$ cat src/rtl/uart_wb_pkg.sv
// Shared register map, status/control bit positions and FSM encodings for uart_wb.
package uart_wb_pkg;

    localparam logic [1:0] UART_REG_DATA   = 2'd0;
    localparam logic [1:0] UART_REG_STATUS = 2'd1;
    localparam logic [1:0] UART_REG_CTRL   = 2'd2;
    localparam logic [1:0] UART_REG_DIV    = 2'd3;

    localparam int ST_RX_VALID   = 0;
    localparam int ST_TX_BUSY    = 1;
    localparam int ST_RX_OVERRUN = 2;
    localparam int ST_FRAME_ERR  = 3;

    localparam int CTRL_RX_INT_EN = 0;
    localparam int CTRL_TX_INT_EN = 1;

    typedef enum logic [1:0] {
        TX_IDLE  = 2'd0,
        TX_START = 2'd1,
        TX_DATA  = 2'd2,
        TX_STOP  = 2'd3
    } tx_state_t;

    typedef enum logic [1:0] {
        RX_IDLE  = 2'd0,
        RX_START = 2'd1,
        RX_DATA  = 2'd2,
        RX_STOP  = 2'd3
    } rx_state_t;

    // (div+1)/2 without overflowing at div=16'hFFFF
    function automatic logic [15:0] half_period(input logic [15:0] div);
        logic [16:0] p;
        p = {1'b0, div} + 17'd1;
        return p[16:1];
    endfunction

endpackage

$ cat src/rtl/uart_rx.sv
// 8N1 receiver: 2-flop synchroniser, start-bit glitch filter, mid-bit sampling.
// state    | meaning
// RX_IDLE  | line idle, waiting for a synchronised 1->0 edge
// RX_START | counting to mid start bit; high there means glitch
// RX_DATA  | one sample per bit period, LSB first, 8 bits
// RX_STOP  | single mid-stop sample: 1 gives rx_done, 0 gives rx_ferr
module uart_rx
    import uart_wb_pkg::*;
(
    input  logic        clk,
    input  logic        rst,
    input  logic [15:0] div,
    input  logic        rx_line,
    output logic [7:0]  rx_byte,
    output logic        rx_done,
    output logic        rx_ferr
);

    logic sync1, sync2, sync_prev;

    always_ff @(posedge clk or negedge rst) begin
        if (!rst) begin
            sync1     <= 1'b1;
            sync2     <= 1'b1;
            sync_prev <= 1'b1;
        end else begin
            sync1     <= rx_line;
            sync2     <= sync1;
            sync_prev <= sync2;
        end
    end

    rx_state_t   state, state_nx;
    logic [15:0] cnt, cnt_nx;
    logic [2:0]  bit_idx, bit_nx;
    logic [7:0]  shreg, shreg_nx;
    logic        done_nx, ferr_nx;
    logic [15:0] half;

    assign half    = half_period(div);
    assign rx_byte = shreg;

    always_comb begin
        state_nx = state;
        cnt_nx   = cnt;
        bit_nx   = bit_idx;
        shreg_nx = shreg;
        done_nx  = 1'b0;
        ferr_nx  = 1'b0;
        case (state)
            RX_IDLE: begin
                if (sync_prev && !sync2) begin
                    state_nx = RX_START;
                    // edge cycle already counts as the first start-bit clock
                    cnt_nx   = (half == 16'd0) ? 16'd0 : half - 16'd1;
                end
            end
            RX_START: begin
                if (cnt == 16'd0) begin
                    if (sync2) begin
                        state_nx = RX_IDLE;
                    end else begin
                        state_nx = RX_DATA;
                        cnt_nx   = div;
                        bit_nx   = 3'd0;
                    end
                end else begin
                    cnt_nx = cnt - 16'd1;
                end
            end
            RX_DATA: begin
                if (cnt == 16'd0) begin
                    shreg_nx = {sync2, shreg[7:1]};
                    cnt_nx   = div;
                    bit_nx   = bit_idx + 3'd1;
                    if (bit_idx == 3'd7) state_nx = RX_STOP;
                end else begin
                    cnt_nx = cnt - 16'd1;
                end
            end
            RX_STOP: begin
                if (cnt == 16'd0) begin
                    state_nx = RX_IDLE;
                    if (sync2) done_nx = 1'b1;
                    else       ferr_nx = 1'b1;
                end else begin
                    cnt_nx = cnt - 16'd1;
                end
            end
            default: state_nx = RX_IDLE;
        endcase
    end

    always_ff @(posedge clk or negedge rst) begin
        if (!rst) begin
            state   <= RX_IDLE;
            cnt     <= 16'd0;
            bit_idx <= 3'd0;
            shreg   <= 8'd0;
            rx_done <= 1'b0;
            rx_ferr <= 1'b0;
        end else begin
            state   <= state_nx;
            cnt     <= cnt_nx;
            bit_idx <= bit_nx;
            shreg   <= shreg_nx;
            rx_done <= done_nx;
            rx_ferr <= ferr_nx;
        end
    end

endmodule

$ cat src/rtl/uart_wb.sv
// Wishbone UART: register decode, TX FSM, RX buffer and level interrupt.
// Define UART_RX_FIFO_EN for an RX_FIFO_DEPTH-entry RX FIFO instead of one holding register.
// state    | meaning
// TX_IDLE  | line high, DATA write starts a frame
// TX_START | start bit (low)
// TX_DATA  | 8 data bits, LSB first, tx_bit selects the bit
// TX_STOP  | stop bit (high); tx_busy drops as it ends
module uart_wb
    import uart_wb_pkg::*;
#(
    parameter logic [15:0] DEFAULT_DIV   = 16'd433,
    parameter int          RX_FIFO_DEPTH = 8
) (
    input  logic        clk,
    input  logic        rst,
    input  logic [31:0] wb_adr_i,
    input  logic [31:0] wb_dat_i,
    output logic [31:0] wb_dat_o,
    input  logic        wb_we_i,
    input  logic [3:0]  wb_sel_i,
    input  logic        wb_stb_i,
    input  logic        wb_cyc_i,
    output logic        wb_ack_o,
    input  logic        uart_rx_i,
    output logic        uart_tx_o,
    output logic        int_o
);

    logic        req, commit, wr_commit, rd_commit;
    logic        a_we, a_valid;
    logic [1:0]  a_reg, a_flags;
    logic [3:0]  a_sel;
    logic [15:0] a_dat;
    logic [1:0]  ctrl;
    logic [15:0] div;
    logic        rx_valid, tx_busy, pop;
    logic        overrun_flag, frame_flag, overrun_set, st_clr;
    logic [7:0]  head, rx_byte;
    logic        rx_done, rx_ferr;
    logic [31:0] rd_data;
    logic        unused;

    assign unused = ^{wb_adr_i[31:4], wb_adr_i[1:0], wb_dat_i[31:16]};

    // Request attributes are captured so the ack cycle commits even if the master drops stb.
    assign req       = wb_cyc_i & wb_stb_i & ~wb_ack_o;
    assign commit    = wb_ack_o & (|a_sel);
    assign wr_commit = commit & a_we;
    assign rd_commit = commit & ~a_we;

    always_ff @(posedge clk or negedge rst) begin
        if (!rst) begin
            wb_ack_o <= 1'b0;
            wb_dat_o <= 32'd0;
            a_we     <= 1'b0;
            a_reg    <= 2'd0;
            a_sel    <= 4'd0;
            a_dat    <= 16'd0;
            a_valid  <= 1'b0;
            a_flags  <= 2'd0;
        end else begin
            wb_ack_o <= req;
            wb_dat_o <= (req && !wb_we_i) ? rd_data : 32'd0;
            if (req) begin
                a_we    <= wb_we_i;
                a_reg   <= wb_adr_i[3:2];
                a_sel   <= wb_sel_i;
                a_dat   <= wb_dat_i[15:0];
                a_valid <= rx_valid;
                a_flags <= {frame_flag, overrun_flag};
            end
        end
    end

    always_ff @(posedge clk or negedge rst) begin
        if (!rst) begin
            ctrl <= 2'd0;
            div  <= DEFAULT_DIV;
        end else if (wr_commit) begin
            if (a_reg == UART_REG_CTRL && a_sel[0]) ctrl <= a_dat[1:0];
            if (a_reg == UART_REG_DIV) begin
                if (a_sel[0]) div[7:0]  <= a_dat[7:0];
                if (a_sel[1]) div[15:8] <= a_dat[15:8];
            end
        end
    end

    tx_state_t   tx_state, tx_state_nx;
    logic [15:0] tx_cnt, tx_cnt_nx;
    logic [2:0]  tx_bit, tx_bit_nx;
    logic [7:0]  tx_byte, tx_byte_nx;
    logic        tx_line_nx, tx_start;

    assign tx_busy  = (tx_state != TX_IDLE);
    assign tx_start = wr_commit && (a_reg == UART_REG_DATA) && a_sel[0];

    always_comb begin
        tx_state_nx = tx_state;
        tx_cnt_nx   = tx_cnt;
        tx_bit_nx   = tx_bit;
        tx_byte_nx  = tx_byte;
        tx_line_nx  = uart_tx_o;
        case (tx_state)
            TX_IDLE: begin
                if (tx_start) begin
                    tx_state_nx = TX_START;
                    tx_cnt_nx   = div;
                    tx_byte_nx  = a_dat[7:0];
                    tx_line_nx  = 1'b0;
                end
            end
            TX_START: begin
                if (tx_cnt == 16'd0) begin
                    tx_state_nx = TX_DATA;
                    tx_cnt_nx   = div;
                    tx_bit_nx   = 3'd0;
                    tx_line_nx  = tx_byte[0];
                end else begin
                    tx_cnt_nx = tx_cnt - 16'd1;
                end
            end
            TX_DATA: begin
                if (tx_cnt == 16'd0) begin
                    tx_cnt_nx = div;
                    if (tx_bit == 3'd7) begin
                        tx_state_nx = TX_STOP;
                        tx_line_nx  = 1'b1;
                    end else begin
                        tx_bit_nx  = tx_bit + 3'd1;
                        tx_line_nx = tx_byte[tx_bit + 3'd1];
                    end
                end else begin
                    tx_cnt_nx = tx_cnt - 16'd1;
                end
            end
            TX_STOP: begin
                if (tx_cnt == 16'd0) begin
                    tx_state_nx = TX_IDLE;
                    tx_line_nx  = 1'b1;
                end else begin
                    tx_cnt_nx = tx_cnt - 16'd1;
                end
            end
            default: begin
                tx_state_nx = TX_IDLE;
                tx_line_nx  = 1'b1;
            end
        endcase
    end

    always_ff @(posedge clk or negedge rst) begin
        if (!rst) begin
            tx_state  <= TX_IDLE;
            tx_cnt    <= 16'd0;
            tx_bit    <= 3'd0;
            tx_byte   <= 8'd0;
            uart_tx_o <= 1'b1;
        end else begin
            tx_state  <= tx_state_nx;
            tx_cnt    <= tx_cnt_nx;
            tx_bit    <= tx_bit_nx;
            tx_byte   <= tx_byte_nx;
            uart_tx_o <= tx_line_nx;
        end
    end

    uart_rx u_rx (
        .clk     (clk),
        .rst     (rst),
        .div     (div),
        .rx_line (uart_rx_i),
        .rx_byte (rx_byte),
        .rx_done (rx_done),
        .rx_ferr (rx_ferr)
    );

    // Pop only if the read actually saw a valid byte, so a late push is never lost.
    assign pop = rd_commit && (a_reg == UART_REG_DATA) && a_valid;

`ifdef UART_RX_FIFO_EN
    localparam int PW = $clog2(RX_FIFO_DEPTH);
    logic [7:0]    mem [RX_FIFO_DEPTH];
    logic [PW-1:0] wptr, rptr;
    logic [PW:0]   count;
    logic          full, push_ok;

    assign rx_valid    = (count != '0);
    assign full        = (count == (PW+1)'(RX_FIFO_DEPTH));
    assign push_ok     = rx_done & ~full;
    assign overrun_set = rx_done & full;
    assign head        = mem[rptr];

    always_ff @(posedge clk) begin
        if (push_ok) mem[wptr] <= rx_byte;
    end

    always_ff @(posedge clk or negedge rst) begin
        if (!rst) begin
            wptr  <= '0;
            rptr  <= '0;
            count <= '0;
        end else begin
            if (push_ok) wptr <= wptr + PW'(1);
            if (pop)     rptr <= rptr + PW'(1);
            case ({push_ok, pop})
                2'b10:   count <= count + (PW+1)'(1);
                2'b01:   count <= count - (PW+1)'(1);
                default: count <= count;
            endcase
        end
    end
`else
    localparam int unused_depth = RX_FIFO_DEPTH;
    logic [7:0] hold;
    logic       hold_valid;

    assign rx_valid    = hold_valid;
    assign head        = hold;
    assign overrun_set = rx_done & hold_valid & ~pop;

    always_ff @(posedge clk or negedge rst) begin
        if (!rst) begin
            hold       <= 8'd0;
            hold_valid <= 1'b0;
        end else if (rx_done && !(hold_valid && !pop)) begin
            hold       <= rx_byte;
            hold_valid <= 1'b1;
        end else if (pop) begin
            hold_valid <= 1'b0;
        end
    end
`endif

    assign st_clr = rd_commit && (a_reg == UART_REG_STATUS);

    always_ff @(posedge clk or negedge rst) begin
        if (!rst) begin
            overrun_flag <= 1'b0;
            frame_flag   <= 1'b0;
            int_o        <= 1'b0;
        end else begin
            overrun_flag <= overrun_set | (overrun_flag & ~(st_clr & a_flags[0]));
            frame_flag   <= rx_ferr     | (frame_flag   & ~(st_clr & a_flags[1]));
            int_o        <= (ctrl[CTRL_RX_INT_EN] & rx_valid) | (ctrl[CTRL_TX_INT_EN] & ~tx_busy);
        end
    end

    always_comb begin
        rd_data = 32'd0;
        case (wb_adr_i[3:2])
            UART_REG_DATA:   rd_data = rx_valid ? {24'd0, head} : 32'd0;
            UART_REG_STATUS: begin
                rd_data[ST_RX_VALID]   = rx_valid;
                rd_data[ST_TX_BUSY]    = tx_busy;
                rd_data[ST_RX_OVERRUN] = overrun_flag;
                rd_data[ST_FRAME_ERR]  = frame_flag;
            end
            UART_REG_CTRL:   rd_data = {30'd0, ctrl};
            default:         rd_data = {16'd0, div};
        endcase
    end

endmodule

$ cat config.mk
export PLATFORM = sky130hd
export DESIGN_NAME = uart_wb
export DESIGN_NICKNAME = d
export VERILOG_FILES = /design/src/rtl/uart_wb_pkg.sv /design/src/rtl/uart_rx.sv /design/src/rtl/uart_wb.sv
export SDC_FILE = /design/constraint.sdc
export NUM_CORES = 1
export LEC_CHECK = 0
export ABC_CLOCK_PERIOD_IN_PS = 3850
export CAP_MARGIN = 25
export CELL_PAD_IN_SITES_DETAIL_PLACEMENT = 1
export CELL_PAD_IN_SITES_GLOBAL_PLACEMENT = 1
export CORE_UTILIZATION = 43
export CTS_CLUSTER_SIZE = 16
export DETAILED_ROUTE_END_ITERATION = 7
export PLACE_DENSITY = 0.84
export SLEW_MARGIN = 20
export SYNTH_ARGS = -nofsm -noshare
export SYNTH_HDL_FRONTEND = slang
export SYNTH_HIERARCHICAL = 1
export SYNTH_SLANG_ARGS = --single-unit
export TNS_END_PERCENT = 20
$ cat constraint.sdc
create_clock -name clk -period 3.85 [get_ports clk]
set_input_delay 0.385 -clock clk [delete_from_list [all_inputs] [get_ports clk]]
set_output_delay 0.385 -clock clk [all_outputs]
set_load 0.01 [all_outputs]
==> results.txt, run 1 <==
- The slowest stage of the critical path is the sky130_fd_sc_hd__dfstp_2 cell.
* Number of vias in the routed layout: 6,155
* Post-DRT Antenna Nets: 0
- Fill cell count: 1,924
* Gr usage total: 0.2467
* Routability Congestion: 0.8495
* Hold WC Path Type: primary input to async pin
* Setup repair after global routing missed its margin: false
* DRT iter0 DRCs: 380
- Worst slew slack as a fraction of its limit: 0.4558
- Cell area after synthesis: 7651 µm²
- The startpoint identified for the worst register-to-register timing path is div[0].
- Async set-or-reset flop fraction in the synthesized netlist: 1.000
- Across the run, the number of max-cap violations was 0.
- Syn avg cell area: 10.07 µm²
- Max frequency: 301.4 MHz
- # nets final: 896
- The run finished with clean final reports.
- For this run, the register share of the synthesized area comes to 0.4496.
- After legalization and detailed placement, the total HPWL measured 14,520 µm.
- The first global-routing pass estimated 34,530 µm of wire.
- Initial antenna violation count: 0
- The area growth from synthesis to layout is 15.72%.
- STA puts the critical path data required time at 4180 ps.
* Register-to-Register Path Depth: 9
- Clk sink count: 137
- Cell internal power was estimated by the tool at 3.936 mW.
* Footprint of the flip-flops and latches: 3440 µm²
* Synthesis warning total: 6
- Maximum number of pins on one net before global-route repair: 90
- Area enclosed by the die boundary: 18,330 µm²
* Number of detailed-route iterations in the first pass: 5
* Area of combinational cells with multiple inputs: 3887 µm²
* DRC: 0
- The count of final max-slew check failures came to 0.
- Switching share of power: 0.4024
- Clock power frac: 0.256
- In the final routed layout, each cell accounts on average for 20.24 µm.
- The routed design could run at a clock period as short as 3318 ps.
- The longest clock path from root to sink contains 2 buffers.
- After clock tree synthesis, the flow added hold-fix buffers numbering 0.
- Combinational group share of total power: 0.428
* Initial Utilization: 0.4408
- In this run the post-CTS setup repair buffer count came out at 0.
* Critical-path cell list: ha_1 -> nand4_2 -> or4_4 -> nor2_1 -> or3b_2 -> o41ai_4 -> buf_4 -> or2_2 -> o21ai_0
- Port bufs: 46
* Total Routed Length: 21,070 µm
- In this run the standard cell core region covers 17,360 µm².
* Synth Register Bits: 137
- Vertical die dimension: 135.4 µm
- Dividing total power by cell area gives a power density of 743.9 nW/µm².
- FF-to-FF setup slack: 530 ps
- Leakage: 3.999 nW
- Part of the cycle the worst path needs: 0.8618
* Io pins: 109
* Number of standard-cell rows in the floorplan: 48
- The library cells used most frequently in the layout, excluding fill and tap cells, are sky130_fd_sc_hd__dfrtp_1 (128), sky130_fd_sc_hd__nand2_1 (106), sky130_fd_sc_hd__mux2_2 (50).
- The clock arrives with 9.347 ps of skew.
- Fraction of final layout cells sized beyond drive strength 1: 0.1544
- Delay of the slowest cell on the worst path: 630 ps
- The H-tree generated during clock tree synthesis spans 4 levels.
- In the routed layout, each cell is associated on average with a via count of 5.913.
- Setup violation total in the final timing report: 0
- The netlist uses 80 different library cells.
- Counting every instance in the synthesized netlist gives 760.
- Chip Width: 135.4 µm
* Worst Max-Slew Pin Slew: 816.2 ps
* Insertion delay of the later-clocked pin in the worst-skew pair: 430 ps
- Number of gates resized after cts: 0
- Residual overflow from global routing: 0
- The worst setup path is captured at a flop.
- Total negative setup slack: 0 ps
- The analysis attributes to net switching a power of 2.650 mW.
- Number of global-route vias before repair: 6,437
- Predominant post-synthesis flop cell: sky130_fd_sc_hd__dfrtp_1
- VDD sags by at most 0.4019 mV.
* Clock slew at the register clock pins of the worst setup and hold paths: 60 ps
* Final core area utilization: 0.5101
* Master cell of the clock root buffer: sky130_fd_sc_hd__clkbuf_16
* Proportion of power drawn by flip-flops and latches: 0.316
- In this run the worst path has a maximum fanout of 9.
- The synthesized design contains 0 enable-type register cells.
- Critical Setup Path Class: flop to flop
- Cts bufs inserted: 17
* Clock tree from TritonCTS: yes
- STA classifies the critical path startpoint as a flop.
* WHS: 17.14 ps
- The final number of hold-violating endpoints was 0.
- Critical Path AT: 3650 ps
* Worst reg2reg endpoint: u_rx/cnt[13]
- Leaving out fill and tap cells, the most frequent cell in the layout is sky130_fd_sc_hd__dfrtp_1.
* Antenna diodes: 0
power by group through the flow:
| stage | registers (mW) | clock network (mW) | logic [mW] |
|---|---|---|---|
| 6_report | 2.08 | 1.69 | 2.82 |
| 5_1_grt | 2.12 | 1.77 | 3.08 |
| 4_1_cts | 2.08 | 1.71 | 2.79 |
| 3_5_place_dp | 2.09 | 0 | 2.75 |
| 3_3_place_gp | 2.07 | 0 | 2.64 |
| 2_1_floorplan | 1.96 | 0 | 2.12 |
worst max-delay path, delay by kind of cell, from the launching register on:
family,cells,cell delay (ps)
flip-flops,1,630
AO/OA/AOI/OAI,2,330
buffers and inverters,1,200
adder cells (fa/ha/maj),1,390
AND/OR/NAND/NOR,5,1660
layer usage:
metal / global-route usage / wire length, µm
met1: 0.3200 / 9443
met2: 0.4094 / 10430
met3: 0.04115 / 664
met4: 0.09925 / 529
met5: 0 / 0
kinds of logic after synthesis:
group                    Yosys count  synth area share
flip-flops                       137            0.4496
adder cells (fa/ha/maj)           19           0.03107
XOR/XNOR                          33           0.03778
buffers and inverters             71           0.04971
AND/OR/NAND/NOR                  264            0.1758
AO/OA/AOI/OAI                    178            0.1679
multiplexers                      57           0.08765
other                              1         0.0004901
cell type report:
type                    instances  area share
flip-flops and latches        137      0.3885
inverters                      21    0.008903
repair buffers                 59     0.06317
clock inverters                10     0.01611
clock buffers                  22     0.05243
multi-input cells             567      0.4391
well taps                     225     0.03180
metrics by stage:
step	total power [mW]	setup slack [ps]	cells	cell area [µm²]
6_report	6.586	532.0	1041	8853
5_1_grt	6.969	373.6	1041	8853
4_1_cts	6.575	572.0	1041	8853
3_5_place_dp	4.837	611.3	1009	8247
3_3_place_gp	4.706	689.4	1009	8247
2_1_floorplan	4.082	1061	775	7707
synthesized netlist by cell type, types with 16 or more instances:
| cell | count | area, µm² |
|---|---|---|
| sky130_fd_sc_hd__a22oi_1 | 23 | 172.7 |
| sky130_fd_sc_hd__clkbuf_1 | 21 | 78.83 |
| sky130_fd_sc_hd__inv_1 | 21 | 78.83 |
| sky130_fd_sc_hd__xnor2_1 | 20 | 175.2 |
| sky130_fd_sc_hd__nor2_1 | 48 | 180.2 |
| sky130_fd_sc_hd__a21oi_1 | 21 | 105.1 |
| sky130_fd_sc_hd__ha_1 | 19 | 237.7 |
| sky130_fd_sc_hd__mux2_2 | 50 | 563.0 |
| sky130_fd_sc_hd__o21ai_0 | 39 | 195.2 |
| sky130_fd_sc_hd__dfrtp_1 | 128 | 3203 |
| sky130_fd_sc_hd__nand2_1 | 106 | 397.9 |
| sky130_fd_sc_hd__buf_4 | 19 | 142.6 |
| sky130_fd_sc_hd__nor3_1 | 16 | 80.08 |
worst max-delay path by stage:
stage | end | startpoint | slack, ps | cells past startpoint
after floorplan | u_rx/cnt[9] | div[0] | 1060 | 11
after global placement | u_rx/cnt[9] | div[0] | 690 | 9
after detailed placement | u_rx/cnt[5] | div[0] | 610 | 9
after CTS | u_rx/cnt[13] | div[0] | 570 | 9
after global routing | u_rx/cnt[13] | div[0] | 370 | 9
final | u_rx/cnt[13] | div[0] | 530 | 9
(Power assumes the default switching activity.)
==> run 2: changes to the inputs <==
--- a/config.mk
+++ b/config.mk
@@ -9,6 +9,7 @@
 export CAP_MARGIN = 25
 export CELL_PAD_IN_SITES_DETAIL_PLACEMENT = 1
 export CELL_PAD_IN_SITES_GLOBAL_PLACEMENT = 1
+export CORE_MARGIN = 2
 export CORE_UTILIZATION = 43
 export CTS_CLUSTER_SIZE = 16
 export DETAILED_ROUTE_END_ITERATION = 7
@@ -18,4 +19,4 @@
 export SYNTH_HDL_FRONTEND = slang
 export SYNTH_HIERARCHICAL = 1
 export SYNTH_SLANG_ARGS = --single-unit
-export TNS_END_PERCENT = 20
+export TNS_END_PERCENT = 100
==> run 2 against run 1 <==
Net effect: core utilization decreased by 0.18 points; setup slack worse by 110 ps; non-clock buffer count did not move; power is 1.3% lower; maximum frequency fell by 3.1%; die area rose by 3.0%; count of clock-buffer cells in the layout is 1 lower; critical path type unchanged.
==> results.txt, run 2 (synthesis results as in run 1) <==
- The number of fill cells in the layout came to 1,886 (-2.0%).
- Max layer used: met4
* Post-route standard cell area excluding fillers: 8822 µm² (-0.35%)
* Clk sink count: 137 (unchanged)
* Critical Path AT: 3720 ps (+70 ps)
- Max-cap viol count: 0 (unchanged)
* Most used cells in the layout excluding fill and tap cells: sky130_fd_sc_hd__dfrtp_1 (128), sky130_fd_sc_hd__nand2_1 (106), sky130_fd_sc_hd__mux2_2 (50)
- Critical Setup Path Class: flop to flop
* Critical path data required time: 4140 ps (-40 ps)
- H-tree lvl count: 4 (unchanged)
- Vertical die dimension: 137.4 µm (+1.5%)
- DP HPWL: 14,180 µm (-2.3%)
* Setup crit start kind: flop
- Wire length of the first global-routing pass: 35,140 µm (+1.8%)
* Number of standard-cell rows in the floorplan: 48 (unchanged)
- The number of failing setup endpoints in the final timing report is 0 (unchanged).
- FF-to-FF setup slack: 430 ps (-110 ps)
- Residual overflow from global routing: 0 (unchanged)
* Maximum resistive drop on vdd: 0.3457 mV (-14%)
- The count of vias placed by the detailed router came to 6,091 (-1.0%).
- The I/O pin count is 109 (unchanged).
- The routed length on met2 is 10,550 µm (+1.1%).
- The CTS buffer count came to 17 (unchanged).
* Maximum number of pins on one net before global-route repair: 85 (-5.6%)
- Routed length on met3: 746 µm (+12%)
- Worst reg2reg endpoint: u_rx/cnt[3]
* Initial antenna violation count: 0 (unchanged)
* WL per Instance: 20.36 µm (+0.58%)
- Clock slew at the register clock pins of the worst setup and hold paths: 60 ps (about the same)
- Total Routed Length: 21,190 µm (+0.58%)
* DRC: 0 (unchanged)
- Routability Congestion: 0.8525 (+0.35%)
- PwrDens: 736.8 nW/µm² (-0.95%)
* Fraction of final layout cells sized beyond drive strength 1: 0.1544 (unchanged)
* Post-CTS setup buffer count: 0 (unchanged)
- The number of global-route vias before repair came to 6,581 (+2.2%).
- The die boundary width is 137.4 µm (+1.5%).
- Clock tree from TritonCTS: yes
- Result of the run: finished, final reports clean
- The minimum clock period after layout was 3424 ps (+105.7 ps).
- The antenna diode instance count was 0 (unchanged).
- Post-DRT Antenna Nets: 0 (unchanged)
* Port bufs: 46 (unchanged)
* Cts hold-fix bufs: 0 (unchanged)
* Endpoint kind of the worst setup timing path: flop
- Leakage: 3.982 nW (-0.43%)
- Max frequency: 292.1 MHz (-3.1%)
- The detailed-routing wirelength on met1 came to 9466 µm (+0.24%).
* DRT iter0 DRCs: 324 (-15%)
- The worst reg-to-reg path cell count is 9 (unchanged).
- Hold WC Path Type: primary input to async pin
* Detailed-route vias per instance: 5.851 (-1.0%)
* Part of the cycle the worst path needs: 0.8893 (+0.02745)
* Fin. max-slew vios: 0 (unchanged)
- Gr usage total: 0.2433 (-0.003336)
* Launch point of the worst reg-to-reg path: div[0]
- Total core area: 17,360 µm² (unchanged)
* Final hold violation count: 0 (unchanged)
* Pre-CTS WS: 508.8 ps (-102.5 ps)
- The total negative slack is 0 ps (unchanged).
* Commonest non-fill, non-tap cell in the layout: sky130_fd_sc_hd__dfrtp_1
- The highest fanout seen on the critical path came to 9 (unchanged).
- Setup repair after global routing missed its margin: false
- The post-cts repair resize count is 0 (unchanged).
- Final Skew: 8.997 ps (-0.3507 ps)
- Insertion delay of the later-clocked pin in the worst-skew pair: 430 ps (about the same)
- Initial Utilization: 0.4408 (unchanged)
* Area added between synthesis and finish: 15.31%
- The post-layout worst setup margin is 426.3 ps (-105.7 ps).
- Master cell of the clock root buffer: sky130_fd_sc_hd__clkbuf_16
* Worst slew slack as a fraction of its limit: 0.4589 (+0.003065)
* Area enclosed by the die boundary: 18,880 µm² (+3.0%)
- # nets final: 896 (unchanged)
- Timing startpoint of the critical path: div[0]
- The first-pass detailed-route iteration total is 4 (-1).
- Maximum buffer depth of the clock tree: 2 (unchanged)
* Worst Max-Slew Pin Slew: 810.8 ps (-5.490 ps)
- Standard cell area after detailed placement: 8247 µm² (unchanged)
## run 2: cell types whose count changed in the layout (fill, tap and decap cells not counted)
| cell | before | now |
|---|---|---|
| sky130_fd_sc_hd__clkinv_2 | 1 | 2 |
| sky130_fd_sc_hd__inv_6 | 1 | 0 |
| sky130_fd_sc_hd__bufinv_16 | 3 | 2 |
| sky130_fd_sc_hd__clkinvlp_4 | 4 | 5 |
| sky130_fd_sc_hd__clkinv_4 | 1 | 2 |
| sky130_fd_sc_hd__clkbuf_8 | 2 | 1 |
## run 2: worst max path at each step
stage                     depth (start not counted)  slack, ps      endpoint
after floorplan                                  11       1060   u_rx/cnt[9]
after global placement                            8        520  u_rx/cnt[11]
after detailed placement                          8        510  u_rx/cnt[11]
after CTS                                         9        470   u_rx/cnt[3]
after global routing                              9        260   u_rx/cnt[3]
final                                             9        430   u_rx/cnt[3]
## run 2: where the power goes
| group | total, mW | internal (mW) | switching [mW] |
|---|---|---|---|
| sequential | 2.07 | 1.73 | 0.337 |
| clock | 1.62 | 0.969 | 0.648 |
| combinational | 2.82 | 1.15 | 1.67 |
| total | 6.50 | 3.84 | 2.66 |
## run 2: layer usage
layer / GRT usage / vias to the layer above
met5: 0 / -
met4: 0.09278 / 0
met3: 0.04709 / 30
met2: 0.4052 / 128
met1: 0.3141 / 3129
li1: - / 2804
## run 2: cell type report
class,count,area (µm²),area share
clock buffer,21,450.4,0.05106
clock inverter,11,125.1,0.01418
inverter,21,78.83,0.008935
multi-input combinational,567,3887,0.4406
sequential,137,3440,0.3899
tap,225,281.5,0.03191
timing repair buffer,59,559.3,0.06340
## run 2: metrics by stage
stage	std cells	power, mW	hold slack [ps]	utilization
floorplan	775	4.082	89.41	-
global placement	1009	4.697	347.1	0.4751
detailed placement	1009	4.813	350.6	0.4751
CTS	1041	6.506	31.51	0.5083
global route	1041	6.913	65.18	0.5083
finish	1041	6.500	1.761	0.5083
## run 2: critical path: stages, from the launching register on
cell and delay, ps:
sky130_fd_sc_hd__dfstp_2 630, sky130_fd_sc_hd__ha_1 380, sky130_fd_sc_hd__nand4_2 250, sky130_fd_sc_hd__or4_4 560, sky130_fd_sc_hd__mux2i_4 230, sky130_fd_sc_hd__a21oi_2 100
sky130_fd_sc_hd__o41ai_4 650, sky130_fd_sc_hd__buf_4 250, sky130_fd_sc_hd__o22a_1 150, sky130_fd_sc_hd__o21ai_0 80
==> run 3: changes to the inputs <==
--- a/config.mk
+++ b/config.mk
@@ -13,6 +13,7 @@
 export CORE_UTILIZATION = 43
 export CTS_CLUSTER_SIZE = 16
 export DETAILED_ROUTE_END_ITERATION = 7
+export GPL_ROUTABILITY_DRIVEN = 0
 export PLACE_DENSITY = 0.84
 export SLEW_MARGIN = 20
 export SYNTH_ARGS = -nofsm -noshare
==> results of run 3 <==
No change in the layout: final DEF, timing and power equal those of run 2.
